`src/rtl/fsm_req_arbiter_if.sv`:
```
// Request/completion and controlled-FSM signal bundle for fsm_req_arbiter.
// slave = arbiter side, master = requesters plus the controlled FSM.
interface fsm_req_arbiter_if;
    logic       req0_valid;
    logic [1:0] req0_target;
    logic       req0_ready;
    logic       req1_valid;
    logic [1:0] req1_target;
    logic       req1_ready;
    logic       fsm_inA;
    logic       fsm_inB;
    logic       fsm_outA;
    logic       fsm_outB;
    logic       busy;
    logic       done;
    logic       done_id;
    logic       done_ok;

    modport master (
        output req0_valid, req0_target, req1_valid, req1_target, fsm_outA, fsm_outB,
        input  req0_ready, req1_ready, fsm_inA, fsm_inB, busy, done, done_id, done_ok
    );

    modport slave (
        input  req0_valid, req0_target, req1_valid, req1_target, fsm_outA, fsm_outB,
        output req0_ready, req1_ready, fsm_inA, fsm_inB, busy, done, done_id, done_ok
    );
endinterface

```
`src/rtl/fsm_req_arbiter.sv`:
```
// Arbitrates two requesters for one shared 4-state FSM and pulses inA/inB until its outputs match the target.
// Define FSM_ARB_FIXED_PRIORITY_EN for fixed priority (req0 wins); default build is round-robin.
module fsm_req_arbiter #(
    parameter int SETTLE_CYCLES = 1,
    parameter int MAX_STEPS     = 3
) (
    input logic                 clk,
    input logic                 reset,
    fsm_req_arbiter_if.slave    bus
);
    localparam int WAIT_W = (SETTLE_CYCLES > 1) ? $clog2(SETTLE_CYCLES) : 1;

    typedef enum logic [2:0] {
        ST_IDLE,
        ST_CALC,
        ST_DRIVE,
        ST_WAIT,
        ST_DONE
    } state_t;

    state_t             state;
    logic               ptr;
    logic [1:0]         target;
    logic               id;
    logic [1:0]         steps;
    logic [WAIT_W-1:0]  wait_cnt;
    logic               gnt0;
    logic               gnt1;
    logic [1:0]         diff;

    always_comb begin
        gnt0 = 1'b0;
        gnt1 = 1'b0;
        if (bus.req0_valid && bus.req1_valid) begin
            gnt0 = !ptr;
            gnt1 = ptr;
        end else begin
            gnt0 = bus.req0_valid;
            gnt1 = bus.req1_valid;
        end
    end

    // Ready is gated by reset so every output reads 0 while reset is held.
    assign bus.req0_ready = reset && (state == ST_IDLE) && gnt0;
    assign bus.req1_ready = reset && (state == ST_IDLE) && gnt1;

    assign diff = {bus.fsm_outA, bus.fsm_outB} ^ target;

    always_ff @(posedge clk or negedge reset) begin
        if (!reset) begin
            state       <= ST_IDLE;
            ptr         <= 1'b0;
            target      <= 2'b00;
            id          <= 1'b0;
            steps       <= 2'b00;
            wait_cnt    <= '0;
            bus.fsm_inA <= 1'b0;
            bus.fsm_inB <= 1'b0;
            bus.busy    <= 1'b0;
            bus.done    <= 1'b0;
            bus.done_id <= 1'b0;
            bus.done_ok <= 1'b0;
        end else begin
            bus.fsm_inA <= 1'b0;
            bus.fsm_inB <= 1'b0;
            bus.done    <= 1'b0;
            bus.done_id <= 1'b0;
            bus.done_ok <= 1'b0;
            case (state)
                ST_IDLE: begin
                    if (gnt0 || gnt1) begin
                        target   <= gnt1 ? bus.req1_target : bus.req0_target;
                        id       <= gnt1;
`ifdef FSM_ARB_FIXED_PRIORITY_EN
                        ptr      <= 1'b0;
`else
                        ptr      <= !gnt1;
`endif
                        steps    <= 2'b00;
                        bus.busy <= 1'b1;
                        state    <= ST_CALC;
                    end
                end
                ST_CALC: begin
                    if (diff == 2'b00) begin
                        bus.done    <= 1'b1;
                        bus.done_id <= id;
                        bus.done_ok <= 1'b1;
                        state       <= ST_DONE;
                    end else if (steps == 2'(MAX_STEPS)) begin
                        bus.done    <= 1'b1;
                        bus.done_id <= id;
                        bus.done_ok <= 1'b0;
                        state       <= ST_DONE;
                    end else begin
                        // diff 01 needs inA; 11 and 10 take inB (10 then becomes 01).
                        bus.fsm_inA <= !diff[1];
                        bus.fsm_inB <= diff[1];
                        state       <= ST_DRIVE;
                    end
                end
                ST_DRIVE: begin
                    steps    <= steps + 2'd1;
                    wait_cnt <= WAIT_W'(SETTLE_CYCLES - 1);
                    state    <= ST_WAIT;
                end
                ST_WAIT: begin
                    if (wait_cnt == '0) begin
                        state <= ST_CALC;
                    end else begin
                        wait_cnt <= wait_cnt - 1'b1;
                    end
                end
                ST_DONE: begin
                    bus.busy <= 1'b0;
                    state    <= ST_IDLE;
                end
                default: begin
                    bus.busy <= 1'b0;
                    state    <= ST_IDLE;
                end
            endcase
        end
    end
endmodule

```
`src/flat_wrapper.sv`:
```
// flat-port wrapper written by rule: the top's interface ports become plain ports
module fsm_req_arbiter_flat 
#(
    parameter int SETTLE_CYCLES = 1,
    parameter int MAX_STEPS     = 3
)
  (clk, reset, bus_req0_valid, bus_req0_target, bus_req1_valid, bus_req1_target, bus_fsm_outA, bus_fsm_outB, bus_req0_ready, bus_req1_ready, bus_fsm_inA, bus_fsm_inB, bus_busy, bus_done, bus_done_id, bus_done_ok);
  fsm_req_arbiter_if bus_i ();
  input logic clk;
  input logic reset;
  input wire logic [$bits(bus_i.req0_valid)-1:0] bus_req0_valid;
  input wire logic [$bits(bus_i.req0_target)-1:0] bus_req0_target;
  input wire logic [$bits(bus_i.req1_valid)-1:0] bus_req1_valid;
  input wire logic [$bits(bus_i.req1_target)-1:0] bus_req1_target;
  input wire logic [$bits(bus_i.fsm_outA)-1:0] bus_fsm_outA;
  input wire logic [$bits(bus_i.fsm_outB)-1:0] bus_fsm_outB;
  output wire logic [$bits(bus_i.req0_ready)-1:0] bus_req0_ready;
  output wire logic [$bits(bus_i.req1_ready)-1:0] bus_req1_ready;
  output wire logic [$bits(bus_i.fsm_inA)-1:0] bus_fsm_inA;
  output wire logic [$bits(bus_i.fsm_inB)-1:0] bus_fsm_inB;
  output wire logic [$bits(bus_i.busy)-1:0] bus_busy;
  output wire logic [$bits(bus_i.done)-1:0] bus_done;
  output wire logic [$bits(bus_i.done_id)-1:0] bus_done_id;
  output wire logic [$bits(bus_i.done_ok)-1:0] bus_done_ok;
  assign bus_i.req0_valid = bus_req0_valid;
  assign bus_i.req0_target = bus_req0_target;
  assign bus_i.req1_valid = bus_req1_valid;
  assign bus_i.req1_target = bus_req1_target;
  assign bus_i.fsm_outA = bus_fsm_outA;
  assign bus_i.fsm_outB = bus_fsm_outB;
  assign bus_req0_ready = bus_i.req0_ready;
  assign bus_req1_ready = bus_i.req1_ready;
  assign bus_fsm_inA = bus_i.fsm_inA;
  assign bus_fsm_inB = bus_i.fsm_inB;
  assign bus_busy = bus_i.busy;
  assign bus_done = bus_i.done;
  assign bus_done_id = bus_i.done_id;
  assign bus_done_ok = bus_i.done_ok;
  fsm_req_arbiter #(.SETTLE_CYCLES(SETTLE_CYCLES), .MAX_STEPS(MAX_STEPS)) u_core (.clk(clk), .reset(reset), .bus(bus_i));
endmodule
```
`config.mk`:
```
export PLATFORM = sky130hd
export DESIGN_NAME = fsm_req_arbiter_flat
export DESIGN_NICKNAME = d
export VERILOG_FILES = /design/src/rtl/fsm_req_arbiter_if.sv /design/src/rtl/fsm_req_arbiter.sv /design/src/flat_wrapper.sv
export SDC_FILE = /design/constraint.sdc
export NUM_CORES = 1
export LEC_CHECK = 0
export CORE_MARGIN = 3
export CORE_UTILIZATION = 39
export CTS_BUF_LIST = sky130_fd_sc_hd__clkbuf_8
export CTS_CLUSTER_DIAMETER = 30
export DETAILED_ROUTE_END_ITERATION = 12
export DONT_BUFFER_PORTS = 1
export MAX_ROUTING_LAYER = met4
export PLACE_DENSITY_LB_ADDON = 0.12
export SKIP_CTS_REPAIR_TIMING = 1
export SYNTH_ARGS = -nofsm -noshare
export SYNTH_HDL_FRONTEND = slang
export SYNTH_SLANG_ARGS = --single-unit
```
`constraint.sdc`:
```
create_clock -name clk -period 1.6 [get_ports clk]
set_input_delay 0.16 -clock clk [delete_from_list [all_inputs] [get_ports clk]]
set_output_delay 0.16 -clock clk [all_outputs]
set_load 0.03 [all_outputs]
```
# Yosys cells after proc, flatten, opt, wreduce, memory -nomap -nowiden
# Index checks and enable logic that the tools add are counted.
# word_totals
word_cells	67
inputBits	10
out_inout_bits	8
register_bits	16
# op_classes
n_mux	28
eq_ne	6
reduce_logical	17
n_bitwise	2
add_sub_neg	2
# ops
op	count
2-to-1 mux 1 bit	18
2-to-1 mux 3 bit	4
case mux 3 bit (4 select lines)	1
AND reduction 2 bit	4
== test 3 x 2 -> 1 bit, second input constant	2
logical AND 1 bit	4
2-to-1 mux 2 bit	2
inequality test 2 bit, second input constant	2
case mux 1 bit (2 select lines)	2
case mux 2 bit (2 select lines)	1
nonzero test 2 bit	2
== test 3 x 1 -> 1 bit, second input constant	1
zero test 1 bit	3
zero test 3 bit	1
OR reduction 3 bit	1
adder 2 x 1 -> 2 bit, second input constant	1
== test 2 bit, second input constant	1
zero test 2 bit	1
bitwise XOR 2 bit	1
logical OR 1 bit	1
inverter 1 bit	1
subtractor 1 bit, second input constant	1

# Longest topological paths before layout
# Gate-level depths: netlist of run 1.
# logic_depth
depth_word	5
depth_mapped	4
mapped_depth_nobuf	4

# Worst setup path before layout of run 1
# OpenSTA, ideal clock, no wires.
# synth_path
kind	reg2out
start	register u_core.state[1]
end	output port bus_req1_ready
t_arrival_ns	1.195
required_ns	1.440
setup_slack_ns	0.245
path_stages_with_launch	4
cell_sequence	dfrtp_1 > nor3_4 > and3_1 > and2_1
# synth_via
elab_chain_len	3
# synth_rtl
item	line_no	rtl
from (decl)	fsm_req_arbiter.sv:21	state_t state;
from (signal assigned)	fsm_req_arbiter.sv:51	state <= ST_IDLE;
from (signal assigned)	fsm_req_arbiter.sv:81	state <= ST_CALC;
from (signal assigned)	fsm_req_arbiter.sv:89	state <= ST_DONE;
zero test 3 bit	fsm_req_arbiter.sv:45	assign bus.req1_ready = reset && (state == ST_IDLE) && gnt1;
logical AND 1 bit (2 in series)	fsm_req_arbiter.sv:45	
to (decl)	flat_wrapper.sv:18	output wire logic [$bits(bus_i.req1_ready)-1:0] bus_req1_ready;
# Every way passes these cells.

# Worst setup path in the final report of run 1
# layout_path
start	register u_core.state[2]
end	output port bus_req1_ready
# Same word-level chain as after synthesis.

==> results.txt, run 1 <==
Clock transition at the registers of the reported paths: 0.06 ns. The critical path in this run is classified as reg2out. For the number of antenna violations at the first check in global routing, the log shows 0. The sequential element share of the synthesized area is 0.574. Buffers inserted during clock tree synthesis total 3. Number of pins with negative max-slew slack in the final report: 0. The cell count after synthesis came out at 56. The flow ran to the end, and the final reports show no timing, DRC or antenna violations.

Entering global routing, the biggest net connects 18 pins. The slowest cell on the critical path was sky130_fd_sc_hd__dfrtp_2. Die width: 47.0 µm. The commonest cells after synthesis are 15 x sky130_fd_sc_hd__dfrtp_1, 6 x sky130_fd_sc_hd__nor2_1.

The logs give 0 for the number of nets with antenna violations after routing and 654 µm² for the combined area of all synthesized cells. The run gives 1980 µm as the first-pass GRT wire length. Setup repair after global routing could not meet its margin everywhere. Number of buffers on the longest clock path: 2. The signal on the critical path passes through nor3_4, and3_4, and2_4.

The clock tree root buffer cell was sky130_fd_sc_hd__clkbuf_8. Routability-driven placement finished with a final weighted congestion of 0.722. In the synthesized netlist the dominant register cell turns out to be sky130_fd_sc_hd__dfrtp_1. The wire-length estimate of the detail-placed layout is 835 µm. The DRC violation total after the first TritonRoute iteration was 3. Area share of the largest cell type after synthesis: 0.574. The post-synthesis average cell area was 11.7 µm²; the synthesized netlist net count was 67. The run gives 646 MHz as the maximum clock frequency. For the via count of the first global-routing pass, the log shows 425. The tools report the post-detailed-placement cell area as 674 µm². The period utilization came out at 0.968. The worst hold path belongs to the class in2reg. Overall power consumption after layout is estimated at 1.71 mW. Once placement completed, the tool counted placed cells totaling 72. The family of cells with the greatest summed delay on the critical path is simple AND/OR/NAND/NOR gates. At the pin with the least slew margin, the transition time is 0.664 ns. The netlist uses 26 different library cells. Clock skew on the completed layout was measured at 0.00201 ns. For this run, the post-layout net count is 79. The y dimension of the die is 47.0 µm. Counting flops with a built-in enable in the synthesized netlist gives 0. Yosys printed 0 warnings. For the H-tree level count, the log shows 1. In this run the standard cell core region covers 1540 µm². By area the synthesized netlist is led by sky130_fd_sc_hd__dfrtp_1 57%, sky130_fd_sc_hd__and4_1 4.0%, sky130_fd_sc_hd__nor2_1 3.4%.

Compared with the post-synthesis result, the final layout area differs by 19.9%. Leading cell type by number of instances after synthesis: sky130_fd_sc_hd__dfrtp_1. The total overflow left after global routing is 0.

The number of I/O port buffers is 0, and the final critical-path required period is 1.55 ns. The ratio of cells with drive above 1 in the final layout is 0.269, and the delay of the slowest cell on the worst path is 0.45 ns. At the later pin of the worst-skew pair, clock insertion delay measures 0.25 ns. In this run the worst path has a maximum fanout of 6. Data arrives at the worst endpoint at 1.39 ns. The number of buffers and inverters on the critical path is 0. The hold violation count in the final report is 0. For the worst setup path, the data required time is 1.44 ns. The per-cell routed wire length was 14.7 µm; the number of standard-cell rows in the floorplan was 14. Clock tree synthesis found a total of 15 sinks. After detailed routing, the number of remaining DRC violations is 0.

Post-synthesis cell type with the largest combined area: sky130_fd_sc_hd__dfrtp_1. Global-route usage over all layers: 0.137. The full die area is 2210 µm², and the headroom to the max-slew limit is 0.556. The fraction of synthesis flops using an asynchronous set or reset pin was 1.00. For the count of final setup violators, the log shows 0. The initial core utilization was 0.425; the ratio of total power to cell area was 2180 nW/µm². Number of inserted filler cells in the final layout: 143. The first detailed-routing pass took 4 iterations. For this design the top-level I/O count stands at 18. The kind of end point of the critical path is an output port.

The repair_antennas step left the layout with diodes totalling 0. Wires add up to 1220 µm. After the flow finishes, the layout carries non-filler instances totaling 83. The worst setup path is launched from a flop. TritonCTS built the clock tree. The post-route standard cell area excluding fillers was 785 µm²; the via density per instance was 5.37.

The tool flagged a number of max-cap violations equal to 0. In this run, synthesis produced a sequential element count of 15. The worst-case IR drop observed on VDD is 0.911 mV. The tools report the utilization after layout as 0.509.

The analysis attributes to cell leakage a power of 0.384 nW. The via count was 446.
-- logic make-up after synthesis --
family / count (synthesis) / share of synthesized area
adders and majority gates: 1 / 0.0191
and+or+nand+nor: 22 / 0.222
DFF: 15 / 0.574
buffers and inverters: 3 / 0.0172
xor gates and xnor gates: 2 / 0.0268
AOI/OAI and AO/OA: 13 / 0.141
-- through the flow --
step,hold slack (ns),TNS [ns],worst slack [ns]
after floorplan,-0.136,0,0.245
final,0.0180,0,0.0513
after global routing,0.0295,-0.0391,-0.0280
after global placement,-0.135,0,0.171
after CTS,-0.404,-0.128,-0.128
after detailed placement,-0.135,0,0.149
-- metal layers --
layer	GRT usage	wire (µm)	up-vias
li1	-	-	223
met1	0.166	554	207
met4	0.0497	12	0
met2	0.184	532	14
met3	0.0805	125	2
met5	-	0	-
-- layout by cell type, fill, tap and decap left out --
master / n
sky130_fd_sc_hd__xnor2_1: 2
sky130_fd_sc_hd__inv_1: 3
sky130_fd_sc_hd__clkbuf_8: 3
sky130_fd_sc_hd__and4_1: 3
sky130_fd_sc_hd__dlygate4sd3_1: 1
sky130_fd_sc_hd__nor3_1: 1
sky130_fd_sc_hd__o21bai_1: 1
sky130_fd_sc_hd__a221o_1: 2
sky130_fd_sc_hd__a21o_1: 2
sky130_fd_sc_hd__dfrtp_2: 1
sky130_fd_sc_hd__nor4b_1: 1
sky130_fd_sc_hd__and3b_1: 1
sky130_fd_sc_hd__buf_4: 6
sky130_fd_sc_hd__and3_4: 1
sky130_fd_sc_hd__a31oi_1: 1
sky130_fd_sc_hd__clkinv_2: 1
sky130_fd_sc_hd__nor2_1: 6
sky130_fd_sc_hd__a31o_2: 1
sky130_fd_sc_hd__o21ai_0: 1
sky130_fd_sc_hd__ha_1: 1
sky130_fd_sc_hd__or3b_4: 1
sky130_fd_sc_hd__a21bo_2: 1
sky130_fd_sc_hd__dfrtp_1: 14
sky130_fd_sc_hd__a21oi_1: 3
sky130_fd_sc_hd__nor3_4: 1
sky130_fd_sc_hd__nand2b_1: 1
sky130_fd_sc_hd__nor3b_1: 1
sky130_fd_sc_hd__and2_4: 2
sky130_fd_sc_hd__nand2_1: 3
sky130_fd_sc_hd__o21ai_1: 1
-- path summary, 6_finish.rpt --
kind	end	cells after the start	slack, ns	from
min	u_core.ptr$_DFFE_PN0P_	1	0.02	bus_req1_valid
min in group asynchronous	u_core.target[0]$_DFFE_PN0P_	1	0.39	reset
max reg2reg	u_core.target[1]$_DFFE_PN0P_	5	0.16	u_core.ptr$_DFFE_PN0P_
min reg2reg	u_core.id$_DFFE_PN0P_	1	0.47	u_core.id$_DFFE_PN0P_
max	bus_req1_ready	3	0.05	u_core.state[2]$_DFFE_PN0P_
max in group asynchronous	u_core.state[2]$_DFFE_PN0P_	1	0.75	reset
-- power by group --
part	leakage (nW)	total (mW)	switching (mW)	internal, mW
sequential	0.189	0.793	0.247	0.546
clock	0.0255	0.301	0.128	0.172
combinational	0.170	0.614	0.274	0.340
total	0.384	1.71	0.649	1.06
-- layout make-up --
cell class | count | area (µm²) | area share
Clock buffer | 3 | 41.3 | 0.0526
Timing Repair Buffer | 7 | 55.1 | 0.0702
Inverter | 3 | 11.3 | 0.0144
Clock inverter | 1 | 5.00 | 0.00638
Sequential cell | 15 | 377 | 0.480
Multi-Input combinational cell | 38 | 275 | 0.351
Tap cell | 16 | 20.0 | 0.0255
-- flip-flops by register name, summed over array words and instances (netlist names) --
signal	count
u_core.bus.fsm_inB	1
u_core.bus.done	1
u_core.id	1
u_core.bus.done_ok	1
u_core.target	2
u_core.ptr	1
u_core.state	3
u_core.bus.busy	1
u_core.steps	2
u_core.bus.done_id	1
u_core.bus.fsm_inA	1
(Power assumes the default switching activity.)
==> run 2: changes to the inputs <==
--- a/config.mk
+++ b/config.mk
@@ -11,6 +11,7 @@
 export CTS_CLUSTER_DIAMETER = 30
 export DETAILED_ROUTE_END_ITERATION = 12
 export DONT_BUFFER_PORTS = 1
+export GPL_TIMING_DRIVEN = 0
 export MAX_ROUTING_LAYER = met4
 export PLACE_DENSITY_LB_ADDON = 0.12
 export SKIP_CTS_REPAIR_TIMING = 1
==> constraint.sdc (replaced) <==
create_clock -name clk -period 1.3 [get_ports clk]
set_input_delay 0.13 -clock clk [delete_from_list [all_inputs] [get_ports clk]]
set_output_delay 0.13 -clock clk [all_outputs]
set_load 0.03 [all_outputs]
==> run 2 against run 1 <==
The flow now finishes with violations (setup timing). Setup slack got worse by 0.23 ns. Clock power up 24%. Cell count stayed put. Critical path depth stayed put. Flip-flop and latch count unchanged. Clock skew fell by 0.0012 ns. Count of clock-buffer cells in the layout unchanged. Non-clock buffer count unchanged. First-iteration DRC count grew to 3.0 times the previous value. Register-to-register slack lost 0.26 ns. Wire length is 4.2% lower. Highest routed layer unchanged.
==> results.txt, run 2 (synthesized netlist as in run 1, its figures left out) <==
The run finished, with violations left. The checks that failed: setup timing. The per-cell routed wire length is 14.1 µm (-4.2%). For the maximum VDD drop, the log shows 1.48 mV (+62%). The run gives 15 (unchanged) as the clock sink count. The worst setup path is captured at an output port. The H-tree level count is 1 (unchanged), and the first-pass GRT wire length is 1930 µm (-2.4%).

The via count of the first global-routing pass is 400 (-5.9%), and the number of I/O pins is 18 (unchanged). The required time at the endpoint of the critical path was 1.17 ns (-0.27 ns). The run gives 0 (unchanged) as the count of inserted antenna diode cells. The run gives 676 µm² (+0.19%) as the post-detailed-placement cell area. The most common cell after layout, fill and taps aside is sky130_fd_sc_hd__dfrtp_1. The logs give 1540 µm² (unchanged) for the placeable core region and 3 (unchanged) for the number of buffers added by the clock tree synthesis step. Count of final setup violators: 6 (+6). After layout, the minimum clock period comes to 1.48 ns. For the count of TritonRoute iterations in the first routing pass, the log shows 2 (-2).

The DRC violation total after the first TritonRoute iteration was 9 (+6). The net switching power was 0.794 mW (+22%). The tools report the final weighted congestion in routability-driven placement as 0.680 (-5.9%).

The number of I/O port buffers is 0 (unchanged). The worst setup skew after layout is 0.000834 ns (-0.00118 ns), and the layout overhead on the synthesized area is 20.6%. The root buffer cell chosen for the clock tree is sky130_fd_sc_hd__clkbuf_8. The number of nets with antenna violations after routing was 0 (unchanged). The run gives 0 (unchanged) as the total congestion overflow. The data arrival time of the worst path was 1.35 ns (-0.04 ns); the ratio of cells with drive above 1 in the final layout was 0.284 (+0.0149).

The worst setup path is of the reg2out kind. Final worst setup slack: -0.181 ns (-0.232 ns). Number of antenna violations at the first check in global routing: 0 (unchanged). TritonCTS built the clock tree. The fraction of power consumed by the clock network is 0.178 (+0.002), and the ratio of total power to cell area is 2660 nW/µm² (+22%).

Setup repair after global routing could not meet its margin everywhere. The logs give 0.380 nW (-0.89%) for the leakage power summed over all cells and 0.357 (-0.003) for the part of the total power dissipated in combinational logic. The cell-internal power is 1.31 mW (+23%). The y dimension of the die works out to 47.0 µm (unchanged).

The number of inserted filler cells in the final layout is 142 (-0.70%), and the via count is 443 (-0.67%). The setup TNS was -0.567 ns (-0.567 ns). Headroom to the max-slew limit: 0.555 (-0.000973). The clock latency on the worst-skew pair came out at 0.24 ns (about the same). u_core.state holds more flip-flops than any other register.

The clock transition at the registers of the reported paths is 0.06 ns (about the same). The largest registers in the layout are u_core.state: 3 flops, u_core.steps: 2 flops, u_core.target: 2 flops. The number of standard-cell rows in the floorplan is 14 (unchanged), and the cell depth of the worst min-delay path is 1 (unchanged).

The layout net count is 79 (unchanged). The post-route standard cell area excluding fillers was 790 µm² (+0.64%); the DRC violation count after routing was 0 (unchanged). The proportion of total power due to net switching was 0.378 (-0.00209); the period utilization was 1.14. The depth of the most critical reg-to-reg path was 4 (-1). The die width is 47.0 µm (unchanged).

The library cells used most frequently in the layout, excluding fill and tap cells, are 12 x sky130_fd_sc_hd__dfrtp_1, 6 x sky130_fd_sc_hd__nor2_1, 5 x sky130_fd_sc_hd__buf_4. The type of the tightest min-delay check was in2reg. For the largest net degree at the start of global routing, the log shows 18 (unchanged). The number of buffers on the longest clock path is 2 (unchanged). The number of maximum-capacitance constraint violations is 0 (unchanged), and the flip-flop count of the largest register after layout is 3 (unchanged). The worst-path maximum fanout is 6 (unchanged), and the number of pins with negative max-slew slack in the final report is 0 (unchanged). The slew at the pin with the worst max-slew slack came out at 0.666 ns (+0.00145 ns). The maximum clock frequency is 675 MHz, and the register share of total power is 0.464 (about the same).

Via density per instance: 5.34 (-0.67%). Hold violation count in the final report: 0 (unchanged). The total detailed-routing wirelength is 1170 µm (-4.2%).

Startpoint class of the critical path: a flop. The global-route usage over all layers is 0.133 (-0.00393). The run gives 2210 µm² (unchanged) as the full die area. The initial core utilization came out at 0.425 (unchanged).
run 2: cell types whose count changed in the layout (fill, tap and decap cells not counted):
| cell | change |
|---|---|
| sky130_fd_sc_hd__dfrtp_1 | -2 |
| sky130_fd_sc_hd__dlygate4sd3_1 | +1 |
| sky130_fd_sc_hd__buf_4 | -1 |
| sky130_fd_sc_hd__dfrtp_2 | +2 |
run 2: path summary, 6_finish.rpt:
check | from | endpoint | slack, ns
max in group asynchronous | reset | u_core.state[2]$_DFFE_PN0P_ | 0.48
min | bus_req1_target[1] | u_core.target[1]$_DFFE_PN0P_ | 0.03
max | u_core.state[0]$_DFFE_PN0P_ | bus_req1_ready | -0.18
max reg2reg | u_core.state[0]$_DFFE_PN0P_ | u_core.steps[0]$_DFFE_PN0P_ | -0.10
min in group asynchronous | reset | u_core.bus.done_id$_DFF_PN0_ | 0.36
min reg2reg | u_core.id$_DFFE_PN0P_ | u_core.id$_DFFE_PN0P_ | 0.50
run 2: worst max-delay path, stage by stage, from the launching register on:
cell,delay (ns)
sky130_fd_sc_hd__dfrtp_2,0.43
sky130_fd_sc_hd__nor3_4,0.25
sky130_fd_sc_hd__and3_4,0.24
sky130_fd_sc_hd__and2_4,0.19
run 2: power groups by stage:
stage | registers, mW | logic (mW) | clock network, mW
after floorplan | 0.947 | 0.537 | 0
after global placement | 0.983 | 0.615 | 0
after detailed placement | 0.989 | 0.613 | 0
after CTS | 0.980 | 0.618 | 0.390
after global routing | 1.00 | 0.843 | 0.419
final | 0.975 | 0.750 | 0.374
run 2: cell type report:
cell class / instances / area, µm² / area share
clock inverter: 1 / 5.00 / 0.00634
sequential: 15 / 379 / 0.480
timing repair buffer: 7 / 57.6 / 0.0729
tap: 16 / 20.0 / 0.0254
inverter: 3 / 11.3 / 0.0143
clock buffer: 3 / 41.3 / 0.0523
multi-input combinational: 38 / 275 / 0.349
run 2: through the flow:
step	std cells	setup WS, ns	utilization	power [mW]	hold WS [ns]
floorplan	56	0.0386	-	1.48	-0.166
global placement	72	-0.116	0.438	1.60	-0.165
detailed placement	72	-0.104	0.438	1.60	-0.165
CTS	76	-0.341	0.468	1.99	-0.434
global route	83	-0.246	0.512	2.27	0.00916
finish	83	-0.181	0.512	2.10	0.0266
run 2: routing by layer:
metal	up-vias	track usage	wire [µm]
met3	2	0.0766	102
met2	16	0.154	498
met4	0	0.0331	10
li1	225	-	-
met5	-	-	0
met1	200	0.190	560
==> run 3: changes to the inputs <==
--- a/config.mk
+++ b/config.mk
@@ -5,6 +5,7 @@
 export SDC_FILE = /design/constraint.sdc
 export NUM_CORES = 1
 export LEC_CHECK = 0
+export CAP_MARGIN = 10
 export CORE_MARGIN = 3
 export CORE_UTILIZATION = 39
 export CTS_BUF_LIST = sky130_fd_sc_hd__clkbuf_8
@@ -14,6 +15,7 @@
 export GPL_TIMING_DRIVEN = 0
 export MAX_ROUTING_LAYER = met4
 export PLACE_DENSITY_LB_ADDON = 0.12
+export REMOVE_ABC_BUFFERS = 1
 export SKIP_CTS_REPAIR_TIMING = 1
 export SYNTH_ARGS = -nofsm -noshare
 export SYNTH_HDL_FRONTEND = slang
==> run 3 against run 2 <==
First-iteration DRC count down 33%. The flow still finishes with violations (setup timing). Flip-flop and latch count unchanged. Die area unchanged.
==> results.txt, run 3 (synthesized netlist as in run 1, its figures left out) <==
The slew at the pin with the worst max-slew slack was 0.684 ns (+0.0178 ns). The startpoint class of the critical path is a flop. The run gives 0 (unchanged) as the hold violation count in the final report. The via count was 448 (+1.1%); the worst-case setup slack after placement was -0.130 ns (-0.0265 ns). The run gives 0.385 nW (+1.1%) as the leakage power summed over all cells. The number of buffers on the longest clock path was 2 (unchanged).

The run gives 0.00134 ns (+0.000508 ns) as the worst setup skew after layout. The clock tree root buffer cell was sky130_fd_sc_hd__clkbuf_8. Count of inserted antenna diode cells: 0 (unchanged). For the maximum clock frequency, the log shows 650 MHz (-3.7%). Critical path class: reg2out. The run gives 15 (unchanged) as the clock sink count. The logs give 1230 µm (+4.6%) for the total detailed-routing wirelength and 278 µm² (+0.91%) for the combined area of the multi-input logic cells. Number of I/O port buffers: 0 (unchanged). The final critical-path required period was 1.54 ns (+0.0569 ns). The path with the worst hold slack has its endpoint at u_core.target[1]$_DFFE_PN0P_. For the global-route usage over all layers, the log shows 0.135 (+0.00221). In this run the critical register-to-register path is captured at u_core.steps[0]$_DFFE_PN0P_.

The first-pass GRT wire length was 2010 µm (+3.9%). The ratio of cells with drive above 1 in the final layout is 0.269 (-0.0149). The count of final setup violators is 8 (+2). The run gives 18 (unchanged) as the largest net degree at the start of global routing. Compared with the post-synthesis result, the final layout area differs by 21.2%.

The kind of end point of the critical path was an output port. The cell depth of the worst min-delay path is 1 (unchanged). The number of I/O pins came out at 18 (unchanged). The final reports fail on setup timing.

The placeable core region was 1540 µm² (unchanged); the number of maximum-capacitance constraint violations was 0 (unchanged). For the initial core utilization, the log shows 0.425 (unchanged). The worst hold path belongs to the class in2reg. The ratio of total power to cell area came out at 2670 nW/µm² (+0.46%). The y dimension of the die works out to 47.0 µm (unchanged). The depth of the most critical reg-to-reg path was 5 (+1); the final weighted congestion in routability-driven placement was 0.678 (-0.26%). For the H-tree level count, the log shows 1 (unchanged). The run finished, with violations left. The headroom to the max-slew limit was 0.543 (-0.0119); the period utilization was 1.18 (+0.0437). The clock latency on the worst-skew pair is 0.24 ns (about the same). In the final layout, the registers with the most flip-flops are u_core.state: 3 flops, u_core.steps: 2 flops, u_core.target: 2 flops.

TritonCTS built the clock tree. Flip-flop count of the largest register after layout: 3 (unchanged). The clock transition at the registers of the reported paths came out at 0.06 ns (about the same). The final worst setup slack came out at -0.238 ns (-0.0569 ns). The logs give 1.37 mV (-7.3%) for the maximum VDD drop and 14 (unchanged) for the number of standard-cell rows in the floorplan. Leaving out fill and tap cells, the most frequent cell in the layout is sky130_fd_sc_hd__dfrtp_1. The via density per instance came out at 5.40 (+1.1%). The count of TritonRoute iterations in the first routing pass came out at 3 (+1). The startpoint of the lowest-slack hold path was bus_req1_target[1]. The tools report the number of inserted filler cells in the final layout as 148 (+4.2%).

The tools report the half-perimeter wire length after detailed placement as 816 µm. Reg-to-reg critical path startpoint: u_core.state[2]$_DFFE_PN0P_. The layout net count is 79 (unchanged), and the data arrival time of the worst path is 1.41 ns (+0.06 ns). In the layout the commonest cells are 13 x sky130_fd_sc_hd__dfrtp_1, 6 x sky130_fd_sc_hd__nor2_1, 4 x sky130_fd_sc_hd__inv_1, 4 x sky130_fd_sc_hd__buf_4. The die width is 47.0 µm (unchanged), and the required time at the endpoint of the critical path is 1.17 ns (about the same).

The number of antenna violations at the first check in global routing came out at 0 (unchanged). Setup repair after global routing could not meet its margin everywhere. The tools report the DRC violation total after the first TritonRoute iteration as 6 (-3). The DRC violation count after routing is 0 (unchanged), and the number of nets with antenna violations after routing is 0 (unchanged).

The logs give 2.12 mW (+0.93%) for the total power and 0 (unchanged) for the number of pins with negative max-slew slack in the final report. The per-cell routed wire length came out at 14.8 µm (+4.6%). The via count of the first global-routing pass was 431 (+7.8%); the setup TNS was -1.02 ns (-0.458 ns).

The full die area was 2210 µm² (unchanged); the area taken by flip-flops and latches was 378 µm² (-0.33%). Ranked by flip-flop count, first place goes to u_core.state. The tools report the total congestion overflow as 0 (unchanged).

Number of buffers added by the clock tree synthesis step: 3 (unchanged). The slack of the worst reg-to-reg path came out at -0.19 ns (-0.09 ns). The worst-path maximum fanout came out at 7 (+1).
-- run 3: changes by cell type in the layout (fill, tap and decap cells not counted), sizes merged --
cell | previous run | this run
clkinv | 1 | 0
inv | 3 | 4
-- run 3: stage by stage --
step | instances | utilization | cell area [µm²] | hold slack (ns)
global route | 83 | 0.515 | 793 | 0.0261
floorplan | 56 | - | 654 | -0.166
global placement | 72 | 0.438 | 674 | -0.165
CTS | 76 | 0.467 | 719 | -0.425
detailed placement | 72 | 0.438 | 674 | -0.165
finish | 83 | 0.515 | 793 | 0.0339
-- run 3: final cells by class --
class | instances | area share
clock buffers | 3 | 0.0521
clock inverters | 1 | 0.00473
inverters | 3 | 0.0142
multi-input cells | 38 | 0.350
flip-flops and latches | 15 | 0.476
well taps | 16 | 0.0252
repair buffers | 7 | 0.0773
-- run 3: metal layers --
| metal | track usage | part of all wire |
|---|---|---|
| met1 | 0.185 | 0.49 |
| met2 | 0.179 | 0.43 |
| met3 | 0.0383 | 0.075 |
| met4 | 0.0663 | 0.0090 |
| met5 | - | 0 |
-- run 3: worst max-delay path by stage --
stage	from	to	slack, ns	depth (start not counted)
after CTS	u_core.state[1]$_DFFE_PN0P_	bus_req1_ready	-0.41	3
final	u_core.state[2]$_DFFE_PN0P_	bus_req1_ready	-0.24	3
after floorplan	u_core.state[1]$_DFFE_PN0P_	bus_req1_ready	-0.03	3
after global placement	u_core.state[1]$_DFFE_PN0P_	bus_req1_ready	-0.14	3
after global routing	u_core.state[2]$_DFFE_PN0P_	bus_req1_ready	-0.30	3
after detailed placement	u_core.state[1]$_DFFE_PN0P_	bus_req1_ready	-0.13	3
-- run 3: report_power, final --
group          leakage, nW  internal, mW  switching, mW  total (mW)
clock network       0.0269         0.208          0.148       0.357
logic                0.170         0.437          0.349       0.786
registers            0.188         0.676          0.300       0.976
-- run 3: critical path, stage by stage, from the launching register on --
cell and delay (ns):
sky130_fd_sc_hd__dfrtp_2 0.43, sky130_fd_sc_hd__nor3_4 0.29, sky130_fd_sc_hd__and3_4 0.26, sky130_fd_sc_hd__and2_4 0.20
